<file path="config.mk">
export PLATFORM = sky130hd
export DESIGN_NAME = sha_match_filter_flat
export DESIGN_NICKNAME = d
export VERILOG_FILES = /design/src/rtl/sha_match_filter_if.sv /design/src/rtl/sha_match_filter.sv /design/src/flat_wrapper.sv
export SDC_FILE = /design/constraint.sdc
export NUM_CORES = 2
export LEC_CHECK = 0
export ABC_AREA = 1
export ABC_CLOCK_PERIOD_IN_PS = 61200
export BUFFER_PORTS_ARGS = -buffer_cell sky130_fd_sc_hd__buf_4
export CAP_MARGIN = 20
export CORE_AREA = 2 2 470 472
export CTS_CLUSTER_SIZE = 30
export DETAILED_ROUTE_END_ITERATION = 8
export DIE_AREA = 0 0 472 474
export PLACE_DENSITY = 0.72
export SYNTH_ARGS = -nofsm -noshare
export SYNTH_HDL_FRONTEND = slang
export SYNTH_SLANG_ARGS = --single-unit
</file>
<file path="constraint.sdc">
create_clock -name clk_axi -period 61.2 [get_ports clk_axi]
set_input_delay 12.24 -clock clk_axi [delete_from_list [all_inputs] [get_ports clk_axi]]
set_output_delay 12.24 -clock clk_axi [all_outputs]
set_load 0.05 [all_outputs]
</file>
<file path="src/rtl/sha_match_filter_if.sv">
// sha_match_filter_if: digest input stream and match output stream
// slave side is the filter, master side is the producer/consumer
interface sha_match_filter_if #(
  parameter int IDX_W = 64
) ();
  logic             hash_vld;
  logic             hash_rdy;
  logic [255:0]     hash;
  logic             match_vld;
  logic             match_rdy;
  logic [IDX_W-1:0] match_idx;
  logic [255:0]     match_hash;

  modport slave (
    input  hash_vld, hash, match_rdy,
    output hash_rdy, match_vld, match_idx, match_hash
  );

  modport master (
    output hash_vld, hash, match_rdy,
    input  hash_rdy, match_vld, match_idx, match_hash
  );
endinterface

</file>
<file path="src/rtl/sha_match_filter.sv">
// sha_match_filter: masked digest compare with an indexed match FIFO
// two-stage compare pipeline; a FIFO slot is reserved at every accept
module sha_match_filter #(
  parameter int FIFO_DEPTH = 4,
  parameter int IDX_W      = 64,
  parameter int MCNT_W     = 32
) (
  input  logic               clk_axi,
  input  logic               rst,
  input  logic               cfg_vld,
  input  logic [255:0]       cfg_target,
  input  logic [255:0]       cfg_mask,
  sha_match_filter_if.slave  hs,
  output logic [IDX_W-1:0]   hash_cnt,
  output logic [MCNT_W-1:0]  match_cnt,
  output logic               busy
);
  localparam int AW = $clog2(FIFO_DEPTH);
  localparam int CW = AW + 2;

  typedef logic [AW-1:0] ptr_t;

  logic [255:0]     target_q;
  logic [255:0]     mask_q;
  logic [7:0]       eq;
  logic             s1_vld;
  logic [7:0]       s1_eq;
  logic [255:0]     s1_hash;
  logic [IDX_W-1:0] s1_idx;
  logic             s2_vld;
  logic             s2_hit;
  logic [255:0]     s2_hash;
  logic [IDX_W-1:0] s2_idx;
  logic [IDX_W-1:0] mem_idx [FIFO_DEPTH];
  logic [255:0]     mem_hash [FIFO_DEPTH];
  ptr_t             wr_ptr;
  ptr_t             rd_ptr;
  logic [CW-1:0]    count;
  logic [CW-1:0]    pending;
  logic [IDX_W-1:0] last_idx;
  logic [255:0]     last_hash;
  logic             accept;
  logic             push;
  logic             pop;

  always_comb begin
    eq = '0;
    for (int k = 0; k < 8; k++)
      eq[k] = ((hs.hash[32*k +: 32] ^ target_q[32*k +: 32])
              & mask_q[32*k +: 32]) == 32'd0;
  end

  // in-flight digests count against the FIFO so a match never finds it full
  assign pending     = count + CW'(s1_vld) + CW'(s2_vld);
  assign hs.hash_rdy = !rst && !cfg_vld && (pending < CW'(FIFO_DEPTH));

  assign accept = hs.hash_vld & hs.hash_rdy;
  assign push   = s2_vld & s2_hit;

  assign hs.match_vld  = count != '0;
  assign pop           = hs.match_vld & hs.match_rdy;
  assign hs.match_idx  = hs.match_vld ? mem_idx[rd_ptr]  : last_idx;
  assign hs.match_hash = hs.match_vld ? mem_hash[rd_ptr] : last_hash;

  assign busy = s1_vld | s2_vld | hs.match_vld;

  always_ff @(posedge clk_axi) begin
    if (push && !cfg_vld) begin
      mem_idx[wr_ptr]  <= s2_idx;
      mem_hash[wr_ptr] <= s2_hash;
    end
  end

  always_ff @(posedge clk_axi or posedge rst) begin
    if (rst) begin
      target_q  <= '0;
      mask_q    <= '0;
      hash_cnt  <= '0;
      match_cnt <= '0;
      s1_vld    <= 1'b0;
      s1_eq     <= '0;
      s1_hash   <= '0;
      s1_idx    <= '0;
      s2_vld    <= 1'b0;
      s2_hit    <= 1'b0;
      s2_hash   <= '0;
      s2_idx    <= '0;
      wr_ptr    <= '0;
      rd_ptr    <= '0;
      count     <= '0;
      last_idx  <= '0;
      last_hash <= '0;
    end else if (cfg_vld) begin
      target_q  <= cfg_target;
      mask_q    <= cfg_mask;
      hash_cnt  <= '0;
      match_cnt <= '0;
      s1_vld    <= 1'b0;
      s2_vld    <= 1'b0;
      wr_ptr    <= '0;
      rd_ptr    <= '0;
      count     <= '0;
      last_idx  <= hs.match_idx;
      last_hash <= hs.match_hash;
    end else begin
      s1_vld <= accept;
      if (accept) begin
        s1_eq    <= eq;
        s1_hash  <= hs.hash;
        s1_idx   <= hash_cnt;
        hash_cnt <= hash_cnt + IDX_W'(1);
      end
      s2_vld  <= s1_vld;
      s2_hit  <= &s1_eq;
      s2_hash <= s1_hash;
      s2_idx  <= s1_idx;
      if (push) begin
        wr_ptr <= wr_ptr + ptr_t'(1);
        if (match_cnt != '1)
          match_cnt <= match_cnt + MCNT_W'(1);
      end
      if (pop)
        rd_ptr <= rd_ptr + ptr_t'(1);
      count     <= count + CW'(push) - CW'(pop);
      last_idx  <= hs.match_idx;
      last_hash <= hs.match_hash;
    end
  end
endmodule

</file>
<file path="src/flat_wrapper.sv">
// flat-port wrapper written by rule: the top's interface ports become plain ports
module sha_match_filter_flat 
#(
  parameter int FIFO_DEPTH = 4,
  parameter int IDX_W      = 64,
  parameter int MCNT_W     = 32
)
  (clk_axi, rst, cfg_vld, cfg_target, cfg_mask, hash_cnt, match_cnt, busy, hs_hash_vld, hs_hash, hs_match_rdy, hs_hash_rdy, hs_match_vld, hs_match_idx, hs_match_hash);
  sha_match_filter_if #(.IDX_W(IDX_W)) hs_i ();
  input  logic clk_axi;
  input  logic rst;
  input  logic cfg_vld;
  input  logic [255:0] cfg_target;
  input  logic [255:0] cfg_mask;
  output logic [IDX_W-1:0] hash_cnt;
  output logic [MCNT_W-1:0] match_cnt;
  output logic busy;
  input wire logic [$bits(hs_i.hash_vld)-1:0] hs_hash_vld;
  input wire logic [$bits(hs_i.hash)-1:0] hs_hash;
  input wire logic [$bits(hs_i.match_rdy)-1:0] hs_match_rdy;
  output wire logic [$bits(hs_i.hash_rdy)-1:0] hs_hash_rdy;
  output wire logic [$bits(hs_i.match_vld)-1:0] hs_match_vld;
  output wire logic [$bits(hs_i.match_idx)-1:0] hs_match_idx;
  output wire logic [$bits(hs_i.match_hash)-1:0] hs_match_hash;
  assign hs_i.hash_vld = hs_hash_vld;
  assign hs_i.hash = hs_hash;
  assign hs_i.match_rdy = hs_match_rdy;
  assign hs_hash_rdy = hs_i.hash_rdy;
  assign hs_match_vld = hs_i.match_vld;
  assign hs_match_idx = hs_i.match_idx;
  assign hs_match_hash = hs_i.match_hash;
  sha_match_filter #(.FIFO_DEPTH(FIFO_DEPTH), .IDX_W(IDX_W), .MCNT_W(MCNT_W)) u_core (.clk_axi(clk_axi), .rst(rst), .cfg_vld(cfg_vld), .cfg_target(cfg_target), .cfg_mask(cfg_mask), .hs(hs_i), .hash_cnt(hash_cnt), .match_cnt(match_cnt), .busy(busy));
endmodule
</file>
Yosys cells after proc, flatten, opt, wreduce, memory -nomap -nowiden
Memory sizes are Yosys's and may differ from the RTL's.
Cells that the tools add are included.
- flip-flop bits (word level): 1587
- bits in latches: 0
- RAM bits: 1280
- memory bits (read-only): 0
- output and inout bits: 419
- memories kept: 2
- add/subtract/negate cells: 8
- multipliers: 0
- divide/modulo/power cells: 0
- order comparisons: 1
- eq/ne operators: 1
- shifts and indexed selects: 0
- mux-type cells: 16
- bitwise operators: 22
- reductions and logical operators: 21
- memory list (memory ; depth ; bits a word ; rd ports ; clocked after Yosys merged registers in ; wr ports ; RTL line ; RTL):
    u_core.mem_hash ; 4 ; 256 ; 1 ; 0 ; 1 ; sha_match_filter.sv:35 ; logic [255:0] mem_hash [FIFO_DEPTH];
    u_core.mem_idx ; 4 ; 64 ; 1 ; 0 ; 1 ; sha_match_filter.sv:34 ; logic [IDX_W-1:0] mem_idx [FIFO_DEPTH];
- operator list (cell ; count):
    AND 32 bit ; 8
    logical NOT 32 bit ; 8
    2-to-1 mux 256 bit ; 1
    bitwise XOR 32 bit ; 8
    2-to-1 mux 64 bit ; 3
    2-to-1 mux 32 bit ; 3
    adder 64 x 1 -> 64 bit (second input constant) ; 1
    adder 32 x 1 -> 32 bit (second input constant) ; 1
    != test 32 bit (second input constant) ; 1
    adder 4 x 1 -> 4 bit ; 3
    2-to-1 mux 2 bit ; 4
    AND reduction 8 bit ; 1
    nonzero test 2 bit ; 4
    adder 2 x 1 -> 2 bit (second input constant) ; 2
    < comparator 4 x 3 -> 1 bit (second input constant) ; 1
    2-to-1 mux 1 bit ; 4
    2-to-1 mux 4 bit ; 1
    AND reduction 2 bit ; 2
    nonzero test 4 bit ; 1
    subtractor 4 x 1 -> 4 bit ; 1
    AND 1 bit ; 3
    logical AND 1 bit ; 3
    logical NOT 1 bit ; 2
    bitwise OR 1 bit ; 2
    NOT 1 bit ; 1

Depth between registers and ports, before layout
- word-level depth: 7
- mapped depth: 13
- mapped depth without buffers: 12

Least setup slack after synthesis
No wires, ideal clock.
- path type: input to register
- from: input cfg_vld
- to: memory u_core.mem_hash[0][0], enable pin
- data arrival time: 26.138 ns
- required time: 60.192 ns
- slack: 34.054 ns
- cell stages on the path: 5
- buffers on the path: 2
- path through: buf_2 -> buf_2 -> nor2_1 -> inv_1 -> nor2_1
- longest elaborated chain between the ends: 4
- RTL lines (element ; RTL line ; RTL):
    start: declaration ; flat_wrapper.sv:12 ; input logic cfg_vld;
    logical NOT 1 bit ; sha_match_filter.sv:68 ; if (push && !cfg_vld) begin
    logical AND 1 bit ; sha_match_filter.sv:68 ;
    2-to-1 mux 1 bit ; sha_match_filter.sv:68 ;
    2-to-1 mux 1 bit (not written as such) ; sha_match_filter.sv:70 ; mem_hash[wr_ptr] <= s2_hash;
    end: declaration ; sha_match_filter.sv:35 ;
No other way between the ends.

Worst setup path in the final report
- from: input cfg_vld
- to: output hs_hash_rdy
- longest elaborated chain between the ends: 3
- RTL lines (element ; RTL line ; RTL):
    logical NOT 1 bit ; sha_match_filter.sv:55 ; assign hs.hash_rdy = !rst && !cfg_vld && (pending < CW'(FIFO_DEPTH));
    logical AND 1 bit (2 in a row) ; sha_match_filter.sv:55 ;
    end: declaration ; flat_wrapper.sv:21 ; output wire logic [$bits(hs_i.hash_rdy)-1:0] hs_hash_rdy;
No other way between the ends.

==> results.md <==
* Max Fclk at 0.0391 GHz
* I/O pins at 1192
* Leading cell types in the layout, fill and taps excluded: nand2_1, nor2_1, dfrtp_1, edfxtp_1, buf_4
* Pleak at 0.0602 uW
* Switching power at 2630 uW
* Critical Path End: hs_hash_rdy
* DRC violations left at 0
* Starting Density at 52.2%
* Largest net degree at the start of global routing at 215
* Clock network power share at 27.6%
* Syn_area_per_cell at 9.96 sq um
* Row Count at 172
* Fin crit share at 41.8%
* Max-slew violation count at 0
* Clk Latency, worst-skew pair at 940 ps
* Fin cells at 15600
* Antenna-violating nets left at 0
* Critical path type: primary input to primary output
* Area grow syn2layout at 18.4%
* Die height at 474 um
* CTS Buffer Depth at 4
* Worst setup path start: cfg_vld
* Logic pwr share at 33.5%
* Worst Reg2Reg Path Length in Cells at 8
* Global-route wire length before repair at 508 mm
* GRT overflow at 0
* Most common cell after layout, fill and taps aside: nand2_1
* Clock root cell: clkbuf_16
* Initial DRC Count at 7961
* Core ar. at 219000 sq um
* Port bufs at 1191
* Vias in the first global route at 83000
* Slew @ Worst Pin at 1190 ps
* Mapped Nets at 12300
* Number of flops mapped to enable cells by yosys at 1280
* Clk sinks at 2867
* Postcts setup bufs at 0
* Vias per Instance at 5.47
* Unrepaired setup endpoints after global routing: no
* Startpoint types: primary input
* Share of post-route cells with drive strength above 1 at 14.0%
* Post-Route Setup TNS at 0 ps
* Run status: complete, no violations
* Worst R2R Start: u_core.s2_hit$_DFFE_PP0N_
* Critical R2R Capture: u_core.mem_hash[2][193]$_DFFE_PP_
* Crit path max fanout at 59
* Pint at 4010 uW
* Crit path time final at 25550 ps
* H-tree lvl count at 5
* WP data arrival at 13310 ps
* Routed WL at 342 mm
* Hpwl dp at 220 mm
* Setup-failing EPs final at 0
* Gr usage total at 30.1%
* Crit-path cells: buf_8 -> nor2_1 -> nand3_1 -> nor2_2 -> buf_4
* Routed length per placed instance at 21.9 um
* Synthesized instance count at 11500
* Cts-stage hold buffer count at 0
* Clock skew at 67.3 ps
* GP Congestion at 0.926
* Vias at 85400
* Seq/Total Area, Yosys at 68.4%
* Die Area at 224000 sq um
* CTS buffer count at 309
* Synth warn at 0
* Worst Path Required at 48960 ps
* Pwr dens at 49.1 nW/um^2
* Switch share at 39.6%
* Max-Cap Viols at 0
* Placed Instances at 15100
* Clk pin slew, worst setup/hold paths at 60 ps
* Post-CTS resize count at 0
* Max stage delay on crit path at 250 ps
* Max transition margin at 21.0%
* Worst path slowest cell: nor2_2
* Antenna violations before repair at 20
* Final nets at 13300
* Worst Hold Class: flip-flop to flip-flop
* FF-to-FF setup slack at 55690 ps
* CTS tree: yes
* Mapped cell area at 114000 sq um
* Worst Setup End Kind: primary output
* Synthesized flop and latch total at 2867
* Final hold violation count at 0
* Main synth FF type: dfrtp_1
* Cell variety after synth at 36
* VDD IR-drop max at 0.0000578 V
* Die width at 472 um
* Sequential share of power at 38.8%
* Fraction of registers with async set/reset at 55.4%
* First-pass DRT Iterations at 5
-- cell type report --
type                       instances  area [sq um]
clock buffer                     424          8610
multi-input combinational       7383         31200
timing repair buffer            1292          9930
sequential                      2867         78200
antenna                           19          47.5
tap                             2871          3590
fill                           17500         83400
clock inverter                   120          1250
inverter                         644          2450
-- Yosys cell counts (all sizes together), types with 16 or more instances --
cell type	count	area, sq um
nand3	425	2140
nand4	16	100
nor2	1868	7060
clkbuf	315	1180
o21ai	1278	6400
xor2	20	175
buf	255	1390
dfrtp	1587	39700
nand2	3408	12800
edfxtp	1280	38400
a31oi	320	2000
inv	644	2420
-- sequential cells by signal, summed over array words and instances (netlist names), 32 cells and up --
| register | cells |
|---|---|
| u_core.target_q | 256 |
| u_core.last_hash | 256 |
| u_core.s2_hash | 256 |
| u_core.s1_hash | 256 |
| u_core.mask_q | 256 |
| u_core.s2_idx | 64 |
| u_core.last_idx | 64 |
| u_core.mem_idx | 256 |
| u_core.mem_hash | 1024 |
| u_core.hash_cnt | 64 |
| u_core.match_cnt | 32 |
| u_core.s1_idx | 64 |
-- worst min path at each step --
| stage | startpoint | end | slack (ps) | cells past startpoint |
|---|---|---|---|---|
| finish | u_core.s1_idx[27]$_DFFE_PP0P_ | u_core.s2_idx[27]$_DFFE_PP0N_ | 450 | 2 |
| floorplan | u_core.s1_hash[0]$_DFFE_PP0P_ | u_core.s2_hash[0]$_DFFE_PP0N_ | 440 | 2 |
| global route | u_core.s1_hash[20]$_DFFE_PP0P_ | u_core.s2_hash[20]$_DFFE_PP0N_ | 470 | 2 |
| global placement | u_core.s1_hash[245]$_DFFE_PP0P_ | u_core.s2_hash[245]$_DFFE_PP0N_ | 450 | 2 |
| detailed placement | u_core.s1_hash[46]$_DFFE_PP0P_ | u_core.s2_hash[46]$_DFFE_PP0N_ | 450 | 2 |
| CTS | u_core.s1_hash[19]$_DFFE_PP0P_ | u_core.s2_hash[19]$_DFFE_PP0N_ | 440 | 2 |
-- cells by family after synthesis --
family | synth area share, %
and+or+nand+nor | 19.4
DFF | 68.4
AOI/OAI and AO/OA | 7.42
buffers and inverters | 4.37
xor gates and xnor gates | 0.207
adders and majority gates | 0.160
-- worst max-delay path, delay by kind of cell --
kind | cells | cell delay [ps]
buffers and inverters | 2 | 470
and+or+nand+nor | 3 | 600
-- power groups by stage --
stage / logic, uW / registers [uW] / clock network, uW
6_report: 2230 / 2580 / 1830
5_1_grt: 2350 / 2610 / 1940
4_1_cts: 2240 / 2570 / 1860
3_5_place_dp: 2230 / 2610 / 0
3_3_place_gp: 2200 / 2590 / 0
2_1_floorplan: 1420 / 2560 / 0
-- through the flow --
stage	total power (uW)	hold slack [ps]	utilization [%]	area, sq um	setup WS (ps)
floorplan	3980	442	-	114000	4180
CTS	6670	444	61.8	135000	35630
global route	6900	473	61.8	135000	35570
detailed placement	4840	453	57.3	125000	35630
finish	6640	446	61.8	135000	35650
global placement	4790	450	57.3	125000	35610
-- layer usage --
layer,vias to the layer above,global-route usage (%),share of wire [%]
met3,665,5.75,7.6
met4,2,16.2,5.6
met5,-,0,0.0038
li1,39500,-,-
met1,41800,38.8,39
met2,3478,48.4,48
Note: power is estimated with default switching activity, not from simulation.
